<file path="config.mk">
export PLATFORM = sky130hd
export DESIGN_NAME = uart_receiver_flat
export DESIGN_NICKNAME = d
export VERILOG_FILES = /design/src/rtl/uart_receiver_if.sv /design/src/rtl/uart_receiver.sv /design/src/flat_wrapper.sv
export SDC_FILE = /design/constraint.sdc
export NUM_CORES = 1
export LEC_CHECK = 0
export ABC_AREA = 1
export ABC_CLOCK_PERIOD_IN_PS = 2600
export BUFFER_PORTS_ARGS = -buffer_cell sky130_fd_sc_hd__buf_4
export CAP_MARGIN = 0
export CORE_ASPECT_RATIO = 1.25
export CORE_MARGIN = 4
export CORE_UTILIZATION = 45
export CTS_BUF_LIST = sky130_fd_sc_hd__clkbuf_16
export DETAILED_ROUTE_END_ITERATION = 10
export PLACE_DENSITY = 0.58
export SLEW_MARGIN = 20
export SYNTH_ARGS = -nofsm -noshare
export SYNTH_HDL_FRONTEND = slang
export SYNTH_SLANG_ARGS = --single-unit
</file>
<file path="constraint.sdc">
create_clock -name clk -period 2.6 [get_ports clk]
set_clock_uncertainty 0.15 [all_clocks]
set_input_delay 0.39 -clock clk [delete_from_list [all_inputs] [get_ports clk]]
set_output_delay 0.39 -clock clk [all_outputs]
set_load 0.02 [all_outputs]
</file>
<file path="src/rtl/uart_receiver_if.sv">
// Receive-side byte stream of the UART receiver: a valid/ready byte channel
// plus the frame_error and overrun status pulses.
interface uart_receiver_if;
    logic [7:0] out_data;
    logic       out_valid;
    logic       out_ready;
    logic       frame_error;
    logic       overrun;

    modport master (
        output out_data,
        output out_valid,
        output frame_error,
        output overrun,
        input  out_ready
    );

    modport slave (
        input  out_data,
        input  out_valid,
        input  frame_error,
        input  overrun,
        output out_ready
    );
endinterface

</file>
<file path="src/rtl/uart_receiver.sv">
// 8N1 UART receiver: synchronizes uart_rx, recovers each byte by mid-bit sampling
// and hands it out through a one-entry valid/ready buffer.
module uart_receiver #(
    parameter int CLKS_PER_BIT = 868
) (
    input  logic      clk,
    input  logic      reset,
    input  logic      uart_rx,
    uart_receiver_if.master bus
);

    typedef enum logic [1:0] {IDLE, START, DATA, STOP} state_t;

    localparam logic [15:0] HALF_TC = 16'(CLKS_PER_BIT / 2 - 1);
    localparam logic [15:0] FULL_TC = 16'(CLKS_PER_BIT - 1);

    logic        rx_meta;
    logic        rx_s;
    logic        rx_d;
    logic        live_p0;
    logic        live_p1;
    logic        armed;
    state_t      state;
    logic [15:0] timer;
    logic [2:0]  index;
    logic [7:0]  shift;

    always_ff @(posedge clk) begin
        if (reset) begin
            rx_meta         <= 1'b1;
            rx_s            <= 1'b1;
            rx_d            <= 1'b1;
            live_p0         <= 1'b0;
            live_p1         <= 1'b0;
            armed           <= 1'b0;
            state           <= IDLE;
            timer           <= '0;
            index           <= '0;
            bus.out_data    <= '0;
            bus.out_valid   <= 1'b0;
            bus.frame_error <= 1'b0;
            bus.overrun     <= 1'b0;
        end else begin
            // Synchronizer stage boundary: rx_meta -> rx_s -> rx_d
            rx_meta <= uart_rx;
            rx_s    <= rx_meta;
            rx_d    <= rx_s;

            // rx_s only reflects the real line two cycles after reset; a start
            // edge is accepted only once the line has genuinely been seen high.
            live_p0 <= 1'b1;
            live_p1 <= live_p0;
            if (live_p1 && rx_s)
                armed <= 1'b1;

            bus.frame_error <= 1'b0;
            bus.overrun     <= 1'b0;
            if (bus.out_valid && bus.out_ready)
                bus.out_valid <= 1'b0;

            case (state)
                IDLE: begin
                    timer <= '0;
                    index <= '0;
                    if (armed && rx_d && !rx_s)
                        state <= START;
                end
                START: begin
                    if (timer == HALF_TC) begin
                        timer <= '0;
                        index <= '0;
                        state <= rx_s ? IDLE : DATA;
                    end else begin
                        timer <= timer + 16'd1;
                    end
                end
                DATA: begin
                    if (timer == FULL_TC) begin
                        timer        <= '0;
                        shift[index] <= rx_s;
                        index        <= index + 3'd1;
                        if (index == 3'd7)
                            state <= STOP;
                    end else begin
                        timer <= timer + 16'd1;
                    end
                end
                STOP: begin
                    if (timer == FULL_TC) begin
                        timer <= '0;
                        state <= IDLE;
                        if (!rx_s) begin
                            bus.frame_error <= 1'b1;
                        end else if (!bus.out_valid || bus.out_ready) begin
                            bus.out_data  <= shift;
                            bus.out_valid <= 1'b1;
                        end else begin
                            bus.overrun <= 1'b1;
                        end
                    end else begin
                        timer <= timer + 16'd1;
                    end
                end
                default: state <= IDLE;
            endcase
        end
    end

endmodule

</file>
<file path="src/flat_wrapper.sv">
// flat-port wrapper written by rule: the top's interface ports become plain ports
module uart_receiver_flat 
#(
    parameter int CLKS_PER_BIT = 868
)
  (clk, reset, uart_rx, bus_out_data, bus_out_valid, bus_frame_error, bus_overrun, bus_out_ready);
  uart_receiver_if bus_i ();
  input  logic clk;
  input  logic reset;
  input  logic uart_rx;
  output wire logic [$bits(bus_i.out_data)-1:0] bus_out_data;
  output wire logic [$bits(bus_i.out_valid)-1:0] bus_out_valid;
  output wire logic [$bits(bus_i.frame_error)-1:0] bus_frame_error;
  output wire logic [$bits(bus_i.overrun)-1:0] bus_overrun;
  input wire logic [$bits(bus_i.out_ready)-1:0] bus_out_ready;
  assign bus_out_data = bus_i.out_data;
  assign bus_out_valid = bus_i.out_valid;
  assign bus_frame_error = bus_i.frame_error;
  assign bus_overrun = bus_i.overrun;
  assign bus_i.out_ready = bus_out_ready;
  uart_receiver #(.CLKS_PER_BIT(CLKS_PER_BIT)) u_core (.clk(clk), .reset(reset), .uart_rx(uart_rx), .bus(bus_i));
endmodule
</file>
Yosys cells after proc, flatten, opt, wreduce, memory -nomap -nowiden --
Cells that the tools add are included.
Storage, ports and cells: register bits after elaboration 46, input port bits 4, output and inout bits 11, word-level logic and storage cells 74
Cells by class: $add $sub $neg 2, magnitude comparators 2, equality and inequality tests 11, muxes and demuxes 24, bitwise gates (word level) 4, reductions and logical operators 17
Operators with widths (number):
- 16-bit case mux with 3 select lines | 1
- 16-bit 2-to-1 mux | 2
- 16-bit by 1-bit adder with 16-bit output (second input constant) | 1
- 16-bit by 10-bit == test with 1-bit output (second input constant) | 1
- 16-bit by 9-bit == test with 1-bit output (second input constant) | 1
- 2-bit 2-to-1 mux | 6
- 2-bit by 1-bit inequality test with 1-bit output (second input constant) | 5
- 1-bit 2-to-1 mux | 9
- 3-bit case mux with 3 select lines | 1
- 8-bit bitwise mux | 1
- 2-bit case mux with 4 select lines | 1
- 3-bit 2-to-1 mux | 2
- 3-bit AND reduction | 2
- 1-bit logical AND | 5
- 5-bit AND reduction | 1
- 2-bit == test (second input constant) | 2
- 3-bit by 4-bit less-than comparator with 1-bit output (second input constant) | 1
- 1-bit NOT | 4
- 4-bit AND reduction | 1
- 4-bit OR reduction | 1
- 3-bit by 1-bit adder with 3-bit output (second input constant) | 1
- 1-bit demux with 3-bit select | 1
- 3-bit == test (second input constant) | 1
- 3-bit by 1-bit greater-or-equal comparator with 1-bit output (second input constant) | 1
- 7 further kinds | 8

Longest topological paths before layout --
Gate-level depths: netlist of the first run.
word-level depth 6, gate-level depth with buffers 12, depth with buffers taken out 11

Worst setup path after synthesis of the first run --
Ideal clock, no wire load.
kind reg-to-reg, start point register u_core.timer[0], end point register u_core.shift[1] (enable), data arrival time 1.298 ns, path slack 0.851 ns, stages on the path, launching flop included 6, period minus slack after synthesis 1.749 ns, cells stage by stage dfxtp_1 > ha_1 > nand3_2 > nor3_4 > nand4_1 > nor2_1
Between the ends: word-level cells in the longest chain between the ends 2
RTL lines:
- start, declared | line uart_receiver.sv:24 | logic [15:0] timer;
- start signal, assigned | line uart_receiver.sv:74 | timer <= timer + 16'd1;
- start signal, assigned | line uart_receiver.sv:85 | timer <= timer + 16'd1;
- start signal, assigned | line uart_receiver.sv:101 | timer <= timer + 16'd1;
- 16-bit by 10-bit == test with 1-bit output | line uart_receiver.sv:78 | if (timer == FULL_TC) begin
- 3-bit AND reduction (no source line)
- end signal, assigned by index | line uart_receiver.sv:80 | shift[index] <= rx_s;
- end, declared | line uart_receiver.sv:26 | logic [7:0] shift;
No other way between the ends. A chain may end at the register's enable or synchronous reset.

Worst setup path in the final report of the first run --
start point register u_core.timer[0], end point register u_core.shift[3] (enable)
The elaborated chain is that of the path after synthesis.

==> impl_metrics.sql, run 1 <==
INSERT INTO impl_metrics (metric_group, metric, value, unit) VALUES
('layout', 'multi_input_area', '890', 'µm²'),
('global_route', 'grt_antenna_before_repair', '0', ''),
('pwr', 'power.share.combinational', '4.4', '%'),
('pwr', 'power.sequential.fraction', '52.9', '%'),
('synthesis', 'synth.lib_cells_used.distinct', '29', ''),
('worst_setup_path', 'timing.critical_path.max_delay_family', 'simple AND/OR/NAND/NOR gates', ''),
('sta', 'setup_viol_count_final', '0', ''),
('worst_setup_path', 'path_max_fanout', '6', ''),
('layout', 'mostFrequentLayoutCell', 'nor2_1', ''),
('drt', 'post_drt_via_cell_ratio', '4.88', ''),
('worst_setup_path', 'rrSetupSlack', '0.69', 'ns'),
('pwr', 'clkPwrFrac', '42.6', '%'),
('place', 'place_inst', '329', ''),
('pwr', 'power.switching_fraction', '21.2', '%'),
('worst_hold_path', 'timing.hold.worst_path_depth', '2', ''),
('worst_setup_path', 'critical_path_required', '2.44', 'ns'),
('cts', 'post-cts-setup-buffer-count', '0', ''),
('floorplanning', 'io_pins', '15', ''),
('worst_hold_path', 'whs_endpoint', 'u_core.rx_meta', ''),
('sta', 'final_min_period_over_clock_period', '73.3', '%'),
('worst_hold_path', 'worstHoldStart', 'uart_rx', ''),
('synthesis', 'synth.ff_latch_count', '46', ''),
('synthesis', 'synth.net_count', '269', ''),
('sta', 'rsz0062_at_grt', 'no', ''),
('pwr', 'power.leakage', '0.862', 'nW'),
('synthesis', 'ys_seq_area_share', '48.6', '%'),
('synthesis', 'synth_area', '2060', 'µm²'),
('job', 'cap_viol_max_count', '0', ''),
('place', 'post-dp-hpwl', '2.88', 'mm'),
('floorplanning', 'die_width', '68.5', 'µm'),
('worst_setup_path', 'slowest_stage_cell_crit_path', 'dfxtp_1', ''),
('status', 'run_status', 'complete, no violations', ''),
('cts', 'ctsHoldBuffers', '0', ''),
('layout', 'fillerInstances', '429', ''),
('layout', 'leading_cell_types_in_the_layout_fill_and_taps_excluded', 'nor2_1 (46), nand2_1 (45), dfxtp_1 (38), inv_1 (36), nand3_1 (17)', ''),
('cts', 'tritoncts', 'done', ''),
('drt', 'avgRoutedWirePerCell', '11.5', 'µm'),
('layout', 'final_nets', '286', ''),
('worst_setup_path', 'crit_path_end_kind', 'flop', ''),
('layout', 'flow.area_growth_from_synthesis', '14.1', '%'),
('cts', 'htree_num_levels', '2', ''),
('layout', 'antenna-diode-count', '0', ''),
('worst_setup_path', 'crit_arrival', '1.74', 'ns'),
('drt', 'drt_first_iter_violations', '74', ''),
('floorplanning', 'core_area', '4430', 'µm²'),
('worst_setup_path', 'timing.rr.end', 'u_core.shift[3]', ''),
('worst_setup_path', 'critPathKind', 'reg2reg', ''),
('worst_setup_path', 'crit-reg2reg-launch', 'u_core.timer[0]', ''),
('sta', 'max_clock_freq', '525', 'MHz'),
('cts', 'path_clk_slew', '0.06', 'ns'),
('sta', 'normalized_max_slew_margin', '63.7', '%'),
('pwr', 'internal_power', '0.00110', 'W'),
('drt', 'ant_nets', '0', ''),
('global_route', 'global_route_wire_length_before_repair', '6.75', 'mm'),
('cts', 'worst_skew_pair.late_latency', '0.28', 'ns'),
('floorplanning', 'floorplan.initialDensity', '46.5', '%'),
('drt', 'number_of_remaining_drc_errors', '0', ''),
('global_route', 'grt_usage', '15.4', '%'),
('worst_setup_path', 'timing.critical_path.from_type', 'flop', ''),
('sta', 'max_slew.worst_pin.slew', '0.543', 'ns'),
('cts', 'post_cts_resize_count', '0', ''),
('pwr', 'netsw', '0.000298', 'W'),
('worst_setup_path', 'path_cells', 'ha_1 > nand3_2 > nor3_4 > nand4_1 > nor2_1', ''),
('worst_setup_path', 'timing.critical_path.slowest_cell_delay', '0.37', 'ns'),
('cts', 'clkSinkCount', '46', ''),
('layout', 'finalNonFillerCells', '337', ''),
('worst_hold_path', 'worstHoldPathType', 'in2reg', ''),
('cts', 'ctsRootBufferMaster', 'clkbuf_16', ''),
('place', 'finalWeightedCongestion', '0.800', ''),
('synthesis', 'syn-instance-count', '261', ''),
('pwr', 'peakVddDrop', '0.312', 'mV');
layout make-up:
type | count | area share (%)
clock buffers | 5 | 5.33
clock inverters | 3 | 0.639
inverters | 35 | 5.65
multi-input cells | 175 | 37.9
flip-flops and latches | 46 | 42.6
well taps | 58 | 3.09
repair buffers | 15 | 4.79
synth_stat cells, drive strengths merged:
library cell	n	area, µm²
nand3	19	105
nand2	47	186
a21oi	16	80.1
dfxtp	38	761
buf	3	27.5
o21bai	1	7.51
or2	3	18.8
xnor2	2	17.5
clkbuf	2	7.51
nor2	49	191
edfxtp	8	240
nand4	4	40.0
xor2	3	26.3
inv	34	128
o21ai	13	68.8
ha	4	50.1
clkinv	1	5.00
a31oi	1	6.26
nor3	13	91.3
metrics by stage:
| step | hold slack [ns] | util (%) | power (W) | cell area, µm² | setup slack [ns] |
|---|---|---|---|---|---|
| after floorplan | 0.238 | - | 0.000806 | 2060 | 0.851 |
| after global placement | 0.241 | 49.9 | 0.000821 | 2210 | 0.702 |
| after detailed placement | 0.249 | 49.9 | 0.000822 | 2210 | 0.659 |
| after CTS | 0.139 | 53.1 | 0.00142 | 2350 | 0.658 |
| after global routing | 0.148 | 53.1 | 0.00147 | 2350 | 0.478 |
| final | 0.145 | 53.1 | 0.00140 | 2350 | 0.695 |
registers in the layout (all words and copies together), names as in the netlist, 3 cells and up, named ones only:
name,flops
u_core.bus.out_data,8
u_core.index,3
u_core.shift,8
u_core.timer,16
metal layers:
layer  GRT usage (%)  wire length, µm  share of wire [%]
met1            18.7             1730                 45
met2            25.4             1970                 51
met3            3.91              114                2.9
met4            5.42               48                1.2
met5               0                0                  0
power groups by stage:
stage          sequential, W  clock [W]  combinational (W)
2_1_floorplan       0.000755          0          0.0000508
3_3_place_gp        0.000757          0          0.0000635
3_5_place_dp        0.000758          0          0.0000639
4_1_cts             0.000742   0.000615          0.0000641
5_1_grt             0.000743   0.000653          0.0000726
6_report            0.000741   0.000598          0.0000622
logic make-up (layout without fill, tap and decap cells):
family / Yosys count / after routing / share of synthesized area (%)
AND/OR/NAND/NOR: 135 / 135 / 30.8
flip-flops: 46 / 46 / 48.6
buffers and inverters: 40 / 58 / 8.15
AO/OA/AOI/OAI: 31 / 31 / 7.90
XOR/XNOR: 5 / 5 / 2.13
adder cells (fa/ha/maj): 4 / 4 / 2.43
how the worst max path moves through the flow:
| stage | end | cells after the start | slack, ns |
|---|---|---|---|
| 2_1_floorplan | u_core.shift[1] | 5 | 0.85 |
| 3_3_place_gp | u_core.shift[1] | 5 | 0.70 |
| 3_5_place_dp | u_core.shift[3] | 5 | 0.66 |
| 4_1_cts | u_core.shift[3] | 5 | 0.66 |
| 5_1_grt | u_core.shift[3] | 5 | 0.48 |
| 6_report | u_core.shift[3] | 5 | 0.69 |
Power figures use the tool's default switching activity.
==> inputs of run 2 (changes only) <==
--- a/config.mk
+++ b/config.mk
@@ -6,7 +6,7 @@
 export NUM_CORES = 1
 export LEC_CHECK = 0
 export ABC_AREA = 1
-export ABC_CLOCK_PERIOD_IN_PS = 2600
+export ABC_CLOCK_PERIOD_IN_PS = 1680
 export BUFFER_PORTS_ARGS = -buffer_cell sky130_fd_sc_hd__buf_4
 export CAP_MARGIN = 0
 export CORE_ASPECT_RATIO = 1.25
@@ -14,7 +14,7 @@
 export CORE_UTILIZATION = 45
 export CTS_BUF_LIST = sky130_fd_sc_hd__clkbuf_16
 export DETAILED_ROUTE_END_ITERATION = 10
-export PLACE_DENSITY = 0.58
+export PLACE_DENSITY = 0.61
 export SLEW_MARGIN = 20
 export SYNTH_ARGS = -nofsm -noshare
 export SYNTH_HDL_FRONTEND = slang
==> constraint.sdc (replaced) <==
create_clock -name clk -period 1.68 [get_ports clk]
set_clock_uncertainty 0.15 [all_clocks]
set_input_delay 0.252 -clock clk [delete_from_list [all_inputs] [get_ports clk]]
set_output_delay 0.252 -clock clk [all_outputs]
set_load 0.02 [all_outputs]
==> impl_metrics.sql, run 2 (synthesis gave the netlist of run 1 again) <==
INSERT INTO impl_metrics (metric_group, metric, value, unit) VALUES
('layout', 'flow.area_growth_from_synthesis', '36.2', '%'),
('cts', 'ctsHoldBuffers', '0', ''),
('cts', 'ctsRootBufferMaster', 'clkbuf_16', ''),
('layout', 'final_layout_size_suffix_gt1_share', '37.0', '%'),
('status', 'run_status', 'complete, no violations', ''),
('worst_setup_path', 'path_cells', 'buf_6 > nand2_4 > nor2_4 > nand4_1 > nor2_2 > nand3_2 > xor2_1 > nor2_1', ''),
('sta', 'finalMaxSlewViolations', '0', ''),
('place', 'finalWeightedCongestion', '0.825', ''),
('floorplanning', 'row_count', '27', ''),
('floorplanning', 'die_width', '68.5', 'µm'),
('drt', 'detail_route.wirelength', '4.34', 'mm'),
('global_route', 'grt_antenna_before_repair', '0', ''),
('worst_setup_path', 'critPathKind', 'reg2reg', ''),
('layout', 'antenna-diode-count', '0', ''),
('sta', 'setup-tns-final', '0', 'ns'),
('sta', 'timing_hold_violations_final', '0', ''),
('layout', 'finalNonFillerCells', '366', ''),
('layout', 'leading_cell_types_in_the_layout_fill_and_taps_excluded', 'buf_4 (40), nand2_1 (39), nor2_1 (36), inv_1 (34), dfxtp_1 (25)', ''),
('pwr', 'p_per_cell_area', '790', 'nW/µm²'),
('global_route', 'global_route_wire_length_before_repair', '7.35', 'mm'),
('layout', 'fillerInstances', '385', ''),
('pwr', 'power_total', '0.00222', 'W'),
('global_route', 'number_of_global_route_vias_before_repair', '1705', ''),
('cts', 'htree_num_levels', '2', ''),
('cts', 'path_clk_slew', '0.06', 'ns'),
('place', 'post-dp-hpwl', '3.07', 'mm'),
('sta', 'normalized_max_slew_margin', '79.9', '%'),
('layout', 'mostFrequentLayoutCell', 'buf_4', ''),
('worst_setup_path', 'critical_path_required', '1.70', 'ns'),
('cts', 'worst_skew_pair.late_latency', '0.28', 'ns'),
('worst_hold_path', 'worstHoldPathType', 'in2reg', ''),
('layout', 'final_nets', '315', ''),
('cts', 'clkSinkCount', '46', ''),
('cts', 'cts_buf_count', '5', ''),
('layout', 'largest_reg_flops', '16', ''),
('drt', 'post_drt_via_cell_ratio', '4.86', ''),
('drt', 'total_via_count_in_the_routed_design', '1777', ''),
('global_route', 'grt_usage', '16.6', '%'),
('worst_setup_path', 'timing.critical_path.max_delay_family', 'simple AND/OR/NAND/NOR gates', ''),
('drt', 'number_of_remaining_drc_errors', '0', ''),
('layout', 'finalInstanceArea', '2800', 'µm²'),
('floorplanning', 'floorplan.die_area', '5730', 'µm²'),
('worst_setup_path', 'slowest_stage_cell_crit_path', 'dfxtp_2', ''),
('place', 'place_inst', '356', ''),
('worst_setup_path', 'crit_arrival', '1.70', 'ns'),
('sta', 'max_slew.worst_pin.slew', '0.301', 'ns'),
('layout', 'seq_area', '1020', 'µm²'),
('worst_setup_path', 'path_max_fanout', '3', ''),
('global_route', 'globalRouteOverflowTotal', '0', ''),
('worst_setup_path', 'critical_path_buf_inv_count', '1', ''),
('floorplanning', 'floorplan.initialDensity', '46.5', '%'),
('sta', 'rsz0062_at_grt', 'yes', ''),
('place', 'placedInstanceArea', '2420', 'µm²'),
('cts', 'clock_tree.buffer_depth', '2', ''),
('cts', 'tritoncts', 'done', ''),
('job', 'cap_viol_max_count', '0', ''),
('pwr', 'power.leakage', '1.08', 'nW'),
('worst_setup_path', 'timing.critical_path.slowest_cell_delay', '0.36', 'ns'),
('drt', 'avgRoutedWirePerCell', '11.9', 'µm'),
('pwr', 'peakVddDrop', '0.601', 'mV'),
('sta', 'clock_period_minus_worst_slack', '1.68', 'ns'),
('sta', 'setup_viol_count_final', '0', ''),
('worst_setup_path', 'crit_path_end_kind', 'flop', ''),
('drt', 'ant_nets', '0', ''),
('sta', 'final_min_period_over_clock_period', '99.9', '%'),
('drt', 'drt_pass1_iterations', '4', ''),
('floorplanning', 'core_area', '4430', 'µm²'),
('floorplanning', 'io_pins', '15', ''),
('sta', 'max_clock_freq', '596', 'MHz'),
('layout', 'multi_input_area', '1100', 'µm²'),
('global_route', 'grt_max_degree', '18', ''),
('worst_setup_path', 'timing.critical_path.from_type', 'flop', ''),
('floorplanning', 'die_height', '83.6', 'µm'),
('layout', 'regMostFlops', 'u_core.timer', ''),
('drt', 'drt_first_iter_violations', '59', ''),
('place', 'port-buffer-count', '14', ''),
('layout', 'largest_registers_in_the_final_layout', 'u_core.timer x16, u_core.bus.out_data x8, u_core.shift x8', '');
[run 2: cell count changes in the layout (fill, tap and decap cells not counted), sizes merged]
| cell | delta |
|---|---|
| clkinv | -1 |
| nand2 | +1 |
| inv | +1 |
| buf | +28 |
[run 2: final timing paths]
check                  startpoint          endpoint  slack, ns  cells past startpoint
setup / recovery  u_core.timer[2]  u_core.timer[13]      0.002                      8
setup reg to reg  u_core.timer[2]  u_core.timer[13]      0.002                      8
hold / removal            uart_rx    u_core.rx_meta      0.007                      2
hold reg to reg    u_core.rx_meta       u_core.rx_s       0.26                      1
[run 2: repair_timing]
item | 4_1_cts | 5_1_grt
setup buffers | 0 | 1
setup endpoints to repair | 30 | 37
gates resized for setup | 7 | 67
gates cloned | 1 | 0
pin swaps | 5 | 24
[run 2: through the flow]
step	hold WS (ns)	setup slack [ns]	utilization, %
after floorplan	0.206	0.00225	-
after detailed placement	0.248	-0.0965	54.7
final	0.00656	0.00241	63.3
after CTS	0.00275	-0.00717	58.6
after global placement	0.243	-0.0612	54.7
after global routing	0.00771	-0.0844	63.3
[run 2: final cells by class]
type | count | share of cell area (%)
multi-input cells | 176 | 39.3
well taps | 58 | 2.59
repair buffers | 43 | 11.9
clock buffers | 5 | 4.46
inverters | 35 | 4.87
flip-flops and latches | 46 | 36.3
clock inverters | 3 | 0.536
[run 2: per-layer routing]
layer  global-route usage (%)  up-vias  part of all wire (%)
li1                         -      928                     -
met1                     19.6      811                    41
met2                     28.8       32                    54
met3                     4.18        6                   3.5
met4                     4.34        0                   1.5
met5                        0        -                     0
[run 2: power breakdown]
| group | internal [W] | total, W | switching (W) |
|---|---|---|---|
| combinational | 0.0000561 | 0.000150 | 0.0000938 |
| clock | 0.000540 | 0.000919 | 0.000379 |
| sequential | 0.00113 | 0.00115 | 0.0000125 |
==> inputs of run 3 (changes only) <==
--- a/config.mk
+++ b/config.mk
@@ -14,7 +14,7 @@
 export CORE_UTILIZATION = 45
 export CTS_BUF_LIST = sky130_fd_sc_hd__clkbuf_16
 export DETAILED_ROUTE_END_ITERATION = 10
-export PLACE_DENSITY = 0.61
+export PLACE_DENSITY = 0.68
 export SLEW_MARGIN = 20
 export SYNTH_ARGS = -nofsm -noshare
 export SYNTH_HDL_FRONTEND = slang
==> impl_metrics.sql, run 3 (synthesis gave the netlist of run 1 again) <==
INSERT INTO impl_metrics (metric_group, metric, value, unit) VALUES
('sta', 'rsz0062_at_grt', 'yes', ''),
('global_route', 'grt_usage', '15.7', '%'),
('drt', 'number_of_remaining_drc_errors', '0', ''),
('place', 'finalWeightedCongestion', '0.816', ''),
('worst_hold_path', 'worstHoldPathType', 'in2reg', ''),
('worst_hold_path', 'whs_endpoint', 'u_core.live_p1', ''),
('sta', 'finalMaxSlewViolations', '0', ''),
('floorplanning', 'die_height', '83.6', 'µm'),
('cts', 'tritoncts', 'done', ''),
('global_route', 'number_of_global_route_vias_before_repair', '1576', ''),
('pwr', 'power.leakage', '1.07', 'nW'),
('worst_setup_path', 'crit-reg2reg-launch', 'u_core.timer[13]', ''),
('cts', 'clock_tree.buffer_depth', '2', ''),
('floorplanning', 'die_width', '68.5', 'µm'),
('layout', 'finalNonFillerCells', '368', ''),
('sta', 'max_clock_freq', '596', 'MHz'),
('worst_setup_path', 'cp-startpoint', 'u_core.timer[13]', ''),
('cts', 'clkSinkCount', '46', ''),
('drt', 'drt_first_iter_violations', '90', ''),
('layout', 'regMostFlops', 'u_core.timer', ''),
('worst_setup_path', 'timing.critical_path.from_type', 'flop', ''),
('sta', 'final_min_period_over_clock_period', '99.9', '%'),
('worst_setup_path', 'reg2regPathDepth', '5', ''),
('layout', 'leading_cell_types_in_the_layout_fill_and_taps_excluded', 'buf_4 (42), nand2_1 (39), nor2_1 (36), inv_1 (32), dfxtp_1 (27)', ''),
('pwr', 'peakVddDrop', '0.676', 'mV'),
('place', 'place_inst', '350', ''),
('place', 'post-dp-hpwl', '2.87', 'mm'),
('floorplanning', 'core_area', '4430', 'µm²'),
('worst_setup_path', 'timing.rr.end', 'u_core.shift[3]', ''),
('sta', 'timing_hold_violations_final', '0', ''),
('layout', 'largest_registers_in_the_final_layout', 'u_core.timer x16, u_core.bus.out_data x8, u_core.shift x8', ''),
('worst_setup_path', 'critPathKind', 'reg2reg', ''),
('layout', 'largest_reg_flops', '16', ''),
('sta', 'hold-worst-slack', '0.0568', 'ns'),
('worst_hold_path', 'worstHoldStart', 'reset', ''),
('cts', 'path_clk_slew', '0.07', 'ns'),
('global_route', 'grt_antenna_before_repair', '0', ''),
('floorplanning', 'io_pins', '15', ''),
('pwr', 'p_per_cell_area', '805', 'nW/µm²'),
('floorplanning', 'row_count', '27', ''),
('place', 'placedInstanceArea', '2370', 'µm²'),
('layout', 'mostFrequentLayoutCell', 'buf_4', ''),
('worst_setup_path', 'crit_arrival', '1.53', 'ns'),
('layout', 'final_layout_size_suffix_gt1_share', '38.4', '%'),
('drt', 'avgRoutedWirePerCell', '11.7', 'µm'),
('layout', 'fillerInstances', '384', ''),
('drt', 'post_drt_via_cell_ratio', '4.91', ''),
('cts', 'ctsRootBufferMaster', 'clkbuf_16', ''),
('job', 'cap_viol_max_count', '0', ''),
('sta', 'normalized_max_slew_margin', '82.1', '%'),
('worst_setup_path', 'rrSetupSlack', '0.001', 'ns'),
('drt', 'total_via_count_in_the_routed_design', '1808', ''),
('layout', 'finalInstanceArea', '2840', 'µm²'),
('worst_setup_path', 'path_max_fanout', '4', ''),
('drt', 'ant_nets', '0', ''),
('pwr', 'power_total', '0.00228', 'W'),
('drt', 'drt_pass1_iterations', '4', ''),
('layout', 'flow.area_growth_from_synthesis', '37.8', '%'),
('layout', 'antenna-diode-count', '0', ''),
('floorplanning', 'floorplan.die_area', '5730', 'µm²'),
('floorplanning', 'floorplan.initialDensity', '46.5', '%'),
('sta', 'clock_period_minus_worst_slack', '1.68', 'ns'),
('cts', 'htree_num_levels', '2', ''),
('global_route', 'globalRouteOverflowTotal', '0', ''),
('status', 'run_status', 'complete, no violations', ''),
('global_route', 'grt_max_degree', '17', ''),
('layout', 'final_nets', '317', ''),
('sta', 'setup_viol_count_final', '0', ''),
('drt', 'detail_route.wirelength', '4.31', 'mm'),
('global_route', 'global_route_wire_length_before_repair', '6.91', 'mm'),
('worst_hold_path', 'timing.hold.worst_path_depth', '2', ''),
('worst_setup_path', 'crit_path_end_kind', 'flop', ''),
('sta', 'max_slew.worst_pin.slew', '0.268', 'ns'),
('cts', 'cts_buf_count', '5', ''),
('worst_setup_path', 'critical_path_required', '1.53', 'ns'),
('cts', 'worst_skew_pair.late_latency', '0.28', 'ns'),
('place', 'port-buffer-count', '14', '');
## run 3: cell types whose count changed in the layout (fill, tap and decap cells not counted), sizes merged
cell         delta
clkinv          +2
dlygate4sd3     +1
inv             -2
buf             +1
## run 3: area by class of cell
cell class | count | area, µm² | share of cell area [%]
Inverter | 35 | 133 | 4.68
Clock buffer | 5 | 125 | 4.41
Tap cell | 58 | 72.6 | 2.56
Multi-Input combinational cell | 176 | 1110 | 39.3
Timing Repair Buffer | 45 | 348 | 12.3
Sequential cell | 46 | 1020 | 36.0
Clock inverter | 3 | 25.0 | 0.882
## run 3: layer usage
layer / wire [µm] / vias to the layer above / share of wire, % / global-route usage, %
met5: 0 / - / 0 / 0
met2: 2130 / 24 / 49 / 24.6
met3: 141 / 4 / 3.3 / 4.04
li1: - / 933 / - / -
met4: 57 / 0 / 1.3 / 4.88
met1: 1980 / 847 / 46 / 20.6
## run 3: worst max-delay path by stage
stage | endpoint | slack, ns | cells after the start
global placement | u_core.timer[14] | -0.05 | 10
finish | u_core.shift[3] | 0.001 | 5
CTS | u_core.timer[15] | 0.001 | 7
global route | u_core.shift[3] | -0.15 | 5
detailed placement | u_core.timer[12] | -0.06 | 9
floorplan | u_core.shift[1] | 0.002 | 5
## run 3: worst max-delay path: stages (launching register included)
cell and delay, ns:
dfxtp_1 0.33, nor2_1 0.17, nand4_1 0.17, nor3_4 0.21
nand4_1 0.20, nor2_1 0.17
## run 3: report_power, final
group / total [W] / switching [W] / internal [W]
logic: 0.000157 / 0.0000927 / 0.0000647
clock network: 0.000982 / 0.000424 / 0.000558
registers: 0.00114 / 0.0000140 / 0.00113
total: 0.00228 / 0.000530 / 0.00175
## run 3: timing repair
action	in CTS	in global routing
endpoints found under the hold margin	1	0
setup buffers	4	4
gates cloned	1	0
pin swaps	10	23
hold buffers	1	0
setup endpoints to repair	16	37
gates resized for setup	9	66
## run 3: through the flow
stage	TNS (ns)	util (%)	setup slack, ns
floorplan	0	-	0.00225
global placement	-0.0850	53.6	-0.0531
detailed placement	-0.257	53.6	-0.0623
CTS	0	58.9	0.00135
global route	-1.39	64.1	-0.149
finish	0	64.1	0.00136
